File: src/rtl/run_det_pkg.sv
// Shared types and constants for the run-length detector.
package run_det_pkg;

    // Run-history state: no history, or a run of 0s / 1s in progress.
    typedef enum logic [1:0] {
        IDLE = 2'd0,
        RUN0 = 2'd1,
        RUN1 = 2'd2
    } state_t;

    // Detection enables; bit index equals the symbol being enabled.
    localparam logic [1:0] MODE_OFF  = 2'b00;
    localparam logic [1:0] MODE_ZERO = 2'b01;
    localparam logic [1:0] MODE_ONE  = 2'b10;
    localparam logic [1:0] MODE_BOTH = 2'b11;

endpackage

File: src/rtl/run_detector_sat_counter.sv
// Saturating up-counter with synchronous clear and load-to-one.
module sat_counter #(
    parameter int unsigned     WIDTH = 8,
    parameter logic [WIDTH-1:0] MAX  = '1
) (
    input  logic             clk,
    input  logic             RESET,
    input  logic             clr,
    input  logic             load,
    input  logic             inc,
    output logic [WIDTH-1:0] count
);

    // Priority: clear, then load-to-1, then saturating increment.
    always_ff @(posedge clk or posedge RESET) begin
        if (RESET) begin
            count <= '0;
        end else if (clr) begin
            count <= '0;
        end else if (load) begin
            count <= WIDTH'(1);
        end else if (inc && (count != MAX)) begin
            count <= count + 1'b1;
        end
    end

endmodule

File: src/rtl/run_detector.sv
// Mealy run-length detector: flags bits that extend a run of identical
// symbols to RUN_LEN or more, with per-symbol enables, a one-shot pulse
// and a saturating detection counter.
module run_detector
    import run_det_pkg::*;
#(
    parameter int unsigned RUN_LEN = 4,
    parameter int unsigned CNT_W   = 8,
    parameter int unsigned LEN_W   = $clog2(RUN_LEN + 1)
) (
    input  logic             clk,
    input  logic             RESET,
    input  logic             clear,
    input  logic             in_valid,
    input  logic             in,
    input  logic [1:0]       mode,
    output logic             out,
    output logic             det,
    output logic             out_sym,
    output logic [LEN_W-1:0] run_len,
    output logic [CNT_W-1:0] det_cnt
);

    localparam logic [LEN_W-1:0] LEN_MAX = LEN_W'(RUN_LEN);

    state_t           state;
    state_t           state_nxt;
    logic             qual;
    logic             match;
    logic             en;
    logic [LEN_W-1:0] cnt;
    logic [LEN_W-1:0] n;

    assign cnt     = run_len;
    assign out_sym = (state == RUN1);

    // Next-state and Mealy outputs from current state and the incoming bit.
    always_comb begin
        qual  = in_valid & ~clear;
        match = ((state == RUN1) && in) || ((state == RUN0) && !in);
        en    = mode[in];
        if (match) begin
            n = (cnt == LEN_MAX) ? LEN_MAX : cnt + 1'b1;
        end else begin
            n = LEN_W'(1);
        end

        out = qual & en & (n >= LEN_MAX);
        det = qual & en & (n == LEN_MAX) & ((cnt < LEN_MAX) | (state == IDLE));

        state_nxt = state;
        if (clear) begin
            state_nxt = IDLE;
        end else if (in_valid) begin
            state_nxt = in ? RUN1 : RUN0;
        end
    end

    // State register.
    always_ff @(posedge clk or posedge RESET) begin
        if (RESET) begin
            state <= IDLE;
        end else begin
            state <= state_nxt;
        end
    end

    // Run length: restart at 1 on a new symbol, else extend up to RUN_LEN.
    sat_counter #(
        .WIDTH (LEN_W),
        .MAX   (LEN_MAX)
    ) u_len (
        .clk   (clk),
        .RESET (RESET),
        .clr   (clear),
        .load  (qual & ~match),
        .inc   (qual & match),
        .count (run_len)
    );

    // Detection-event counter, holds at all-ones.
    sat_counter #(
        .WIDTH (CNT_W),
        .MAX   ({CNT_W{1'b1}})
    ) u_det (
        .clk   (clk),
        .RESET (RESET),
        .clr   (clear),
        .load  (1'b0),
        .inc   (det),
        .count (det_cnt)
    );

endmodule

File: config.mk
export PLATFORM = sky130hd
export DESIGN_NAME = run_detector
export DESIGN_NICKNAME = d
export VERILOG_FILES = /design/src/rtl/run_det_pkg.sv /design/src/rtl/run_detector_sat_counter.sv /design/src/rtl/run_detector.sv
export SDC_FILE = /design/constraint.sdc
export NUM_CORES = 1
export LEC_CHECK = 0
export ABC_AREA = 1
export CORE_MARGIN = 3
export CORE_UTILIZATION = 30
export CTS_CLUSTER_SIZE = 24
export DETAILED_ROUTE_END_ITERATION = 6
export GPL_ROUTABILITY_DRIVEN = 0
export PLACE_DENSITY_LB_ADDON = 0.12
export SLEW_MARGIN = 15
export SYNTH_ARGS = -nofsm -noshare
export SYNTH_HDL_FRONTEND = slang
export SYNTH_HIERARCHICAL = 1
export SYNTH_SLANG_ARGS = --single-unit
File: constraint.sdc
create_clock -name clk -period 3.4 [get_ports clk]
set_input_delay 0.68 -clock clk [delete_from_list [all_inputs] [get_ports clk]]
set_output_delay 0.68 -clock clk [all_outputs]
set_load 0.03 [all_outputs]
---- Yosys cells after proc, flatten, opt, wreduce, memory -nomap -nowiden ----
Index checks and enable logic that the tools add are counted.
cells by class
  add/sub/neg operators ................... 2
  $mul .................................... 0
  div/mod/pow operators ................... 0
  order comparisons ....................... 3
  equality and inequality tests ........... 6
  shift operators ......................... 0
  mux-type cells .......................... 12
  bitwise logic cells ..................... 10
  reductions and logical operators ........ 10
operators with widths
  cell                                                                          count
  8-bit 2-to-1 mux                                                              2
  3-bit 2-to-1 mux                                                              5
  8-bit by 1-bit adder with 8-bit output, second input constant                 1
  8-bit inequality test, second input constant                                  1
  1-bit bitwise AND                                                             7
  3-bit equality test, second input constant                                    2
  2-bit 2-to-1 mux                                                              3
  1-bit logical AND                                                             4
  2-bit nonzero test                                                            2
  3-bit by 1-bit adder with 3-bit output, second input constant                 1
  3-bit >= comparator, second input constant                                    1
  3-bit less-than comparator, second input constant                             1
  3-bit inequality test, second input constant                                  1
  3-bit nonzero test                                                            1
  2-bit by 1-bit equality test with 1-bit output, second input constant         1
  2-bit equality test, second input constant                                    1
  2-bit zero test                                                               1
  1-bit by 2-bit less-than comparator with 1-bit output, second input constant  1
  1-bit 2-to-1 mux                                                              2
  1-bit inverter                                                                2
  1-bit zero test                                                               1
  1-bit logical OR                                                              1
  1-bit bitwise OR                                                              1
word-level totals
  register bits after elaboration ......... 13
  latch bits .............................. 0
  RAM bits ................................ 0
  bits in read-only memories .............. 0
  input port bits ......................... 7
  output and inout port bits .............. 14
  word-level logic and storage cells ...... 46
  memories kept ........................... 0

---- Longest topological paths before layout ----
Gate-level depths: netlist (run 1).
  depth in word-level cells ............... 10
  depth in mapped cells ................... 13
  depth with buffers taken out ............ 13

---- Cells and area by module ----
The synthesis (run 1) kept the hierarchy.
by module, submodules not included
  module                instances  cells each  area each (µm²)  sequential area each (µm²)
  sat_counter at u_det  1          81          548.0            200.2
  run_detector          1          39          235.2            50.0
  sat_counter at u_len  1          28          207.7            75.1

---- Worst setup path after synthesis (run 1) ----
No wires, ideal clock.
  kind .................................... register -> output
  from .................................... register u_len.count[0]
  to ...................................... output det
  arrival ................................. 1.532 ns
  data required time ...................... 2.720 ns
  path slack .............................. 1.188 ns
  cell stages (with the launch flop) ...... 6
  path buffers ............................ 0
  cell sequence ........................... dfrtp_1 -> inv_1 -> ha_1 -> a21oi_1 -> nand2_1 -> nor2_2
on the way
  longest elaborated chain between the ends .. 6
  elaborated cells on any way between the ends .. 9
  those cells by class .................... 1 x add/sub; 1 x order compare; 2 x eq/ne; 2 x mux; 3 x bitwise
ends and longest elaborated chain
  element                                                                        RTL line                        text
  start: declaration                                                             run_detector_sat_counter.sv:11  output logic [WIDTH-1:0] count
  start signal: assignment                                                       run_detector_sat_counter.sv:23  count <= count + 1'b1;
  3-bit by 1-bit adder with 3-bit output or 3-bit equality test (tied branches)  run_detector.sv:43              n = (cnt == LEN_MAX) ? LEN_MAX : cnt + 1'b1;
  3-bit 2-to-1 mux                                                               run_detector.sv:43
  3-bit 2-to-1 mux                                                               run_detector.sv:42              if (match) begin
  3-bit equality test                                                            run_detector.sv:49              det = qual & en & (n == LEN_MAX) & ((cnt < LEN_MAX) | (state == IDLE));
  1-bit bitwise AND                                                              run_detector.sv:49
  1-bit bitwise AND (*)                                                          run_detector.sv:49
  end: declaration                                                               run_detector.sv:18              output logic det,
Mark *: on every way between the ends. The rest lies on a longest branch, timed or not.

---- Worst setup path after layout (run 1) ----
  from .................................... input clear
  to ...................................... output out
on the way
  longest elaborated chain between the ends .. 4
ends and longest elaborated chain
  element                          RTL line            text
  start: declaration               run_detector.sv:13  input logic clear,
  1-bit inverter                   run_detector.sv:39  qual = in_valid & ~clear;
  1-bit bitwise AND                run_detector.sv:39
  1-bit bitwise AND (2 in series)  run_detector.sv:48  out = qual & en & (n >= LEN_MAX);
  end: declaration                 run_detector.sv:17  output logic out,
No other way between the ends.

==> report_table.html, run 1 <==
<table>
<tr><th>Metric</th><th>Value</th></tr>
<tr><th colspan="2">Floorplanning</th></tr>
<tr><td>Die footprint</td><td>slightly above 4000 um2</td></tr>
<tr><td>Die outline height</td><td>~63 um</td></tr>
<tr><td>Placement Rows</td><td>20</td></tr>
<tr><td>Floorplan Core Area</td><td>3100 um2</td></tr>
<tr><td>Effective utilization at floorplan</td><td>31.9%</td></tr>
<tr><td>I/O Pins</td><td>21</td></tr>
<tr><td>Die extent in x</td><td>63.5 um</td></tr>
<tr><th colspan="2">Yosys</th></tr>
<tr><td>Cell Area, Synth</td><td>roughly 1000 um2</td></tr>
<tr><td>Number of distinct library cells after synthesis</td><td>24</td></tr>
<tr><td>Main synth FF type</td><td>sky130_fd_sc_hd__dfrtp_1</td></tr>
<tr><td>Sequential area share after synthesis</td><td>approximately 33%</td></tr>
<tr><td>Avg Inst Size Synth</td><td>roughly 6.7 um2</td></tr>
<tr><td>Synth area leader</td><td>sky130_fd_sc_hd__dfrtp_1</td></tr>
<tr><td>Count of flip-flops with a built-in enable after synthesis</td><td>0</td></tr>
<tr><td>Synth top area share</td><td>between 30% and 40%</td></tr>
<tr><td>Count of synthesis-stage warnings from yosys</td><td>6</td></tr>
<tr><td>Fraction of synthesis flops using an asynchronous set or reset pin</td><td>100%</td></tr>
<tr><td>Top cells by instance count after synthesis</td><td>sky130_fd_sc_hd__nand2_1, sky130_fd_sc_hd__inv_1, sky130_fd_sc_hd__nor2_1</td></tr>
<tr><td>Post-Syn Instances</td><td>about 150</td></tr>
<tr><td>Most common cell in the synthesized netlist</td><td>sky130_fd_sc_hd__nand2_1</td></tr>
<tr><td>Largest cells by area after synthesis</td><td>sky130_fd_sc_hd__dfrtp_1, sky130_fd_sc_hd__nand2_1, sky130_fd_sc_hd__inv_1</td></tr>
<tr><td>Total of flip-flops plus latches after synthesis</td><td>13</td></tr>
<tr><th colspan="2">Global route</th></tr>
<tr><td>Initial antenna violation count</td><td>0</td></tr>
<tr><td>First-pass GRT wire length</td><td>roughly 4100 um</td></tr>
<tr><td>Grt ovf</td><td>0</td></tr>
<tr><td>GRT Total Usage</td><td>between 10% and 20%</td></tr>
<tr><td>Maximum number of pins on one net before global-route repair</td><td>10</td></tr>
<tr><td>Vias in the first global route</td><td>959</td></tr>
<tr><th colspan="2">Setup path</th></tr>
<tr><td>Worst EP arrival</td><td>between 2 and 2.5 ns</td></tr>
<tr><td>Slowest stage cell on the critical path</td><td>sky130_fd_sc_hd__clkdlybuf4s50_1</td></tr>
<tr><td>Slowest cell delay on critical path</td><td>approximately 0.66 ns</td></tr>
<tr><td>Crit path buffers/inverters</td><td>4</td></tr>
<tr><td>CP max FO</td><td>5</td></tr>
<tr><td>Type of destination of the critical path</td><td>primary output</td></tr>
<tr><td>Setup crit start kind</td><td>input pin</td></tr>
<tr><td>Largest delay share family, worst path</td><td>buffers and inverters</td></tr>
<tr><td>Cell chain of the critical path</td><td>clkdlybuf4s50_1, inv_1, nand2_1, a21oi_2, nand3_2, inv_1, clkdlybuf4s50_1</td></tr>
<tr><td>Worst endpoint required time</td><td>2.72 ns</td></tr>
<tr><td>Crit Path Class</td><td>input pin to primary output</td></tr>
<tr><th colspan="2">Clock network</th></tr>
<tr><td>TritonCTS sink count</td><td>13</td></tr>
<tr><td>Maximum number of buffers from clock root to sink</td><td>2</td></tr>
<tr><td>H-tree level count</td><td>1</td></tr>
<tr><td>Buffers inserted during post-CTS setup optimization</td><td>0</td></tr>
<tr><td>Number of hold buffers added after cts</td><td>0</td></tr>
<tr><td>Clock latency on the worst-skew pair</td><td>roughly 0.27 ns</td></tr>
<tr><td>Clock Root Buffer</td><td>sky130_fd_sc_hd__clkbuf_4</td></tr>
<tr><td>Reg clk slew, reported paths</td><td>~0.08 ns</td></tr>
<tr><td>Number of buffers created by CTS</td><td>3</td></tr>
<tr><td>CTS tree</td><td>yes</td></tr>
<tr><td>Gates resized, CTS repair</td><td>0</td></tr>
<tr><th colspan="2">Power</th></tr>
<tr><td>Part of the total power dissipated in combinational logic</td><td>a little over a fifth</td></tr>
<tr><td>Switching fraction of total power</td><td>29.9%</td></tr>
<tr><td>Int Power</td><td>~0.00023 W</td></tr>
<tr><td>Sequential share of power</td><td>about half</td></tr>
<tr><td>Part of the total power dissipated in the clock network</td><td>28.7%</td></tr>
<tr><td>Peak supply drop</td><td>a little over 0.0001 V</td></tr>
<tr><td>Switching pwr</td><td>around 0.0001 W</td></tr>
<tr><td>Power density cells</td><td>259 nW/um2</td></tr>
<tr><td>Static power due to leakage</td><td>0.611 nW</td></tr>
<tr><td>PnR Total Power</td><td>0.000334 W</td></tr>
<tr><th colspan="2">STA</th></tr>
<tr><td>Final setup violation count</td><td>0</td></tr>
<tr><td>Tmin final</td><td>approximately 3.0 ns</td></tr>
<tr><td>Period utilization</td><td>87.2%</td></tr>
<tr><td>Setup WS post-layout</td><td>0.435 ns</td></tr>
<tr><td>Post-route setup TNS</td><td>0 ns</td></tr>
<tr><td>Unrepaired setup endpoints after global routing</td><td>false</td></tr>
<tr><td>Final max-slew violation count</td><td>0</td></tr>
<tr><td>Final hold violation count</td><td>0</td></tr>
<tr><td>Upper clock frequency limit</td><td>~340 MHz</td></tr>
<tr><td>Worst clock skew</td><td>0.00119 ns</td></tr>
<tr><td>Final hold slack</td><td>between 0.6 and 0.7 ns</td></tr>
<tr><th colspan="2">Drt</th></tr>
<tr><td>Aggregate routed wire length</td><td>between 2000 and 2500 um</td></tr>
<tr><td>Number of design-rule violations left by the first detailed-router iteration</td><td>37</td></tr>
<tr><td>Post-route DRC violation count</td><td>0</td></tr>
<tr><td>Routed vias/inst</td><td>~4.4</td></tr>
<tr><td>Antenna viol nets, final</td><td>0</td></tr>
<tr><td>Total via count after detailed routing</td><td>967</td></tr>
<tr><td>Routed WL per cell</td><td>around 10 um</td></tr>
<tr><td>Iteration count of the initial detailed-routing pass</td><td>4</td></tr>
<tr><th colspan="2">Hold path</th></tr>
<tr><td>Hold crit path type</td><td>flip-flop to flip-flop</td></tr>
<tr><th colspan="2">Placement</th></tr>
<tr><td>Minimum setup slack after placement</td><td>~0.44 ns</td></tr>
<tr><td>Detailed placement HPWL</td><td>between 1500 and 2000 um</td></tr>
<tr><td>Number of I/O port buffers</td><td>20</td></tr>
<tr><th colspan="2">Layout</th></tr>
<tr><td>Fraction of final layout cells sized beyond drive strength 1</td><td>13.6%</td></tr>
<tr><td>Final net count</td><td>189</td></tr>
<tr><td>Antenna diode count</td><td>0</td></tr>
<tr><td>Post-layout util</td><td>41.5%</td></tr>
<tr><td>Area Growth Syn to Fin</td><td>30.1%</td></tr>
<tr><th colspan="2">Run</th></tr>
<tr><td>Reported max-cap violation count</td><td>0</td></tr>
<tr><th colspan="2">Status</th></tr>
<tr><td>Run status</td><td>finished, final reports clean</td></tr>
</table>
kinds of logic after synthesis:
logic type	share of synthesized area, %
and+or+nand+nor	42.0
buffers and inverters	9.85
DFF	32.8
AOI/OAI and AO/OA	7.70
adders and majority gates	6.31
xor gates and xnor gates	0.884
other	0.378
sequential cells by signal, summed over array words and instances (netlist names):
name and count:
state 2, u_det/count 8, u_len/count 3
area by class of cell:
| type | instances | area, um2 |
|---|---|---|
| Inverter | 26 | 97.6 |
| Timing Repair Buffer | 21 | 205 |
| Tap cell | 44 | 55.1 |
| Clock buffer | 4 | 26.3 |
| Multi-Input combinational cell | 112 | 579 |
| Sequential cell | 13 | 325 |
| Fill cell | 349 | 1810 |
worst paths after layout:
kind,depth (start not counted),from,slack [ns],end
max in group asynchronous,2,RESET,2.40,u_det/count[3]
min in group asynchronous,2,RESET,0.63,state[0]
worst max-delay path,7,clear,0.43,out
worst min-delay path,2,u_det/count[4],0.60,u_det/count[4]
worst max register to register,11,u_len/count[0],1.53,u_det/count[3]
worst min register to register,2,u_det/count[4],0.60,u_det/count[4]
stage by stage:
| step | instances | instance area (um2) |
|---|---|---|
| 6_report | 220 | 1290 |
| 5_1_grt | 220 | 1290 |
| 4_1_cts | 220 | 1290 |
| 3_5_place_dp | 216 | 1260 |
| 3_3_place_gp | 216 | 1260 |
| 2_1_floorplan | 151 | 1000 |
layer usage:
metal,wire [um],global-route usage (%)
met5,0,0
met4,0,4.04
met3,100,3.57
met2,1070,21.3
met1,1140,15.8
cell usage in the layout, fill, tap and decap left out:
cell type                         synthesis  layout
sky130_fd_sc_hd__nor2_4                   1       1
sky130_fd_sc_hd__a21boi_2                 1       1
sky130_fd_sc_hd__nor3_1                   1       1
sky130_fd_sc_hd__dfrtp_1                 13      13
sky130_fd_sc_hd__nand3_1                 13      13
sky130_fd_sc_hd__clkbuf_4                 0       3
sky130_fd_sc_hd__nand2_4                  1       1
sky130_fd_sc_hd__nor3b_1                  1       1
sky130_fd_sc_hd__a21oi_2                  2       2
sky130_fd_sc_hd__buf_4                    0       2
sky130_fd_sc_hd__nand4_1                  1       1
sky130_fd_sc_hd__nand2_1                 42      42
sky130_fd_sc_hd__nor2_2                   4       4
sky130_fd_sc_hd__o21ai_0                  1       1
sky130_fd_sc_hd__clkbuf_1                 0       1
sky130_fd_sc_hd__o22ai_1                  2       2
sky130_fd_sc_hd__xnor2_1                  1       1
sky130_fd_sc_hd__ha_1                     5       5
sky130_fd_sc_hd__nand3_2                  1       1
sky130_fd_sc_hd__clkdlybuf4s50_1          0      19
sky130_fd_sc_hd__conb_1                   1       4
sky130_fd_sc_hd__o21bai_1                 2       2
sky130_fd_sc_hd__inv_2                    2       2
sky130_fd_sc_hd__a21oi_1                  3       3
sky130_fd_sc_hd__or2_1                    1       1
sky130_fd_sc_hd__nand2_2                  7       7
sky130_fd_sc_hd__inv_1                   24      24
sky130_fd_sc_hd__nor2_1                  18      18
worst min-delay path, cell delays in order (launching register included):
cell and delay (ns):
sky130_fd_sc_hd__dfrtp_1 0.42, sky130_fd_sc_hd__nor2_1 0.06, sky130_fd_sc_hd__nor2_1 0.08
power groups by stage:
| stage | clock network, W | logic (W) | registers, W |
|---|---|---|---|
| finish | 0.0000960 | 0.0000706 | 0.000168 |
| global route | 0.000113 | 0.0000786 | 0.000169 |
| CTS | 0.000103 | 0.0000713 | 0.000168 |
| detailed placement | 0 | 0.0000712 | 0.000171 |
| global placement | 0 | 0.0000698 | 0.000170 |
| floorplan | 0 | 0.0000355 | 0.000177 |
Power figures use the tool's default switching activity.
==> run 2, diff against run 1 <==
--- a/config.mk
+++ b/config.mk
@@ -11,6 +11,7 @@
 export CTS_CLUSTER_SIZE = 24
 export DETAILED_ROUTE_END_ITERATION = 6
 export GPL_ROUTABILITY_DRIVEN = 0
+export HOLD_SLACK_MARGIN = 0.08
 export PLACE_DENSITY_LB_ADDON = 0.12
 export SLEW_MARGIN = 15
 export SYNTH_ARGS = -nofsm -noshare
==> results of run 2 <==
The final DEF is identical to that of run 1; final timing and power are the same.
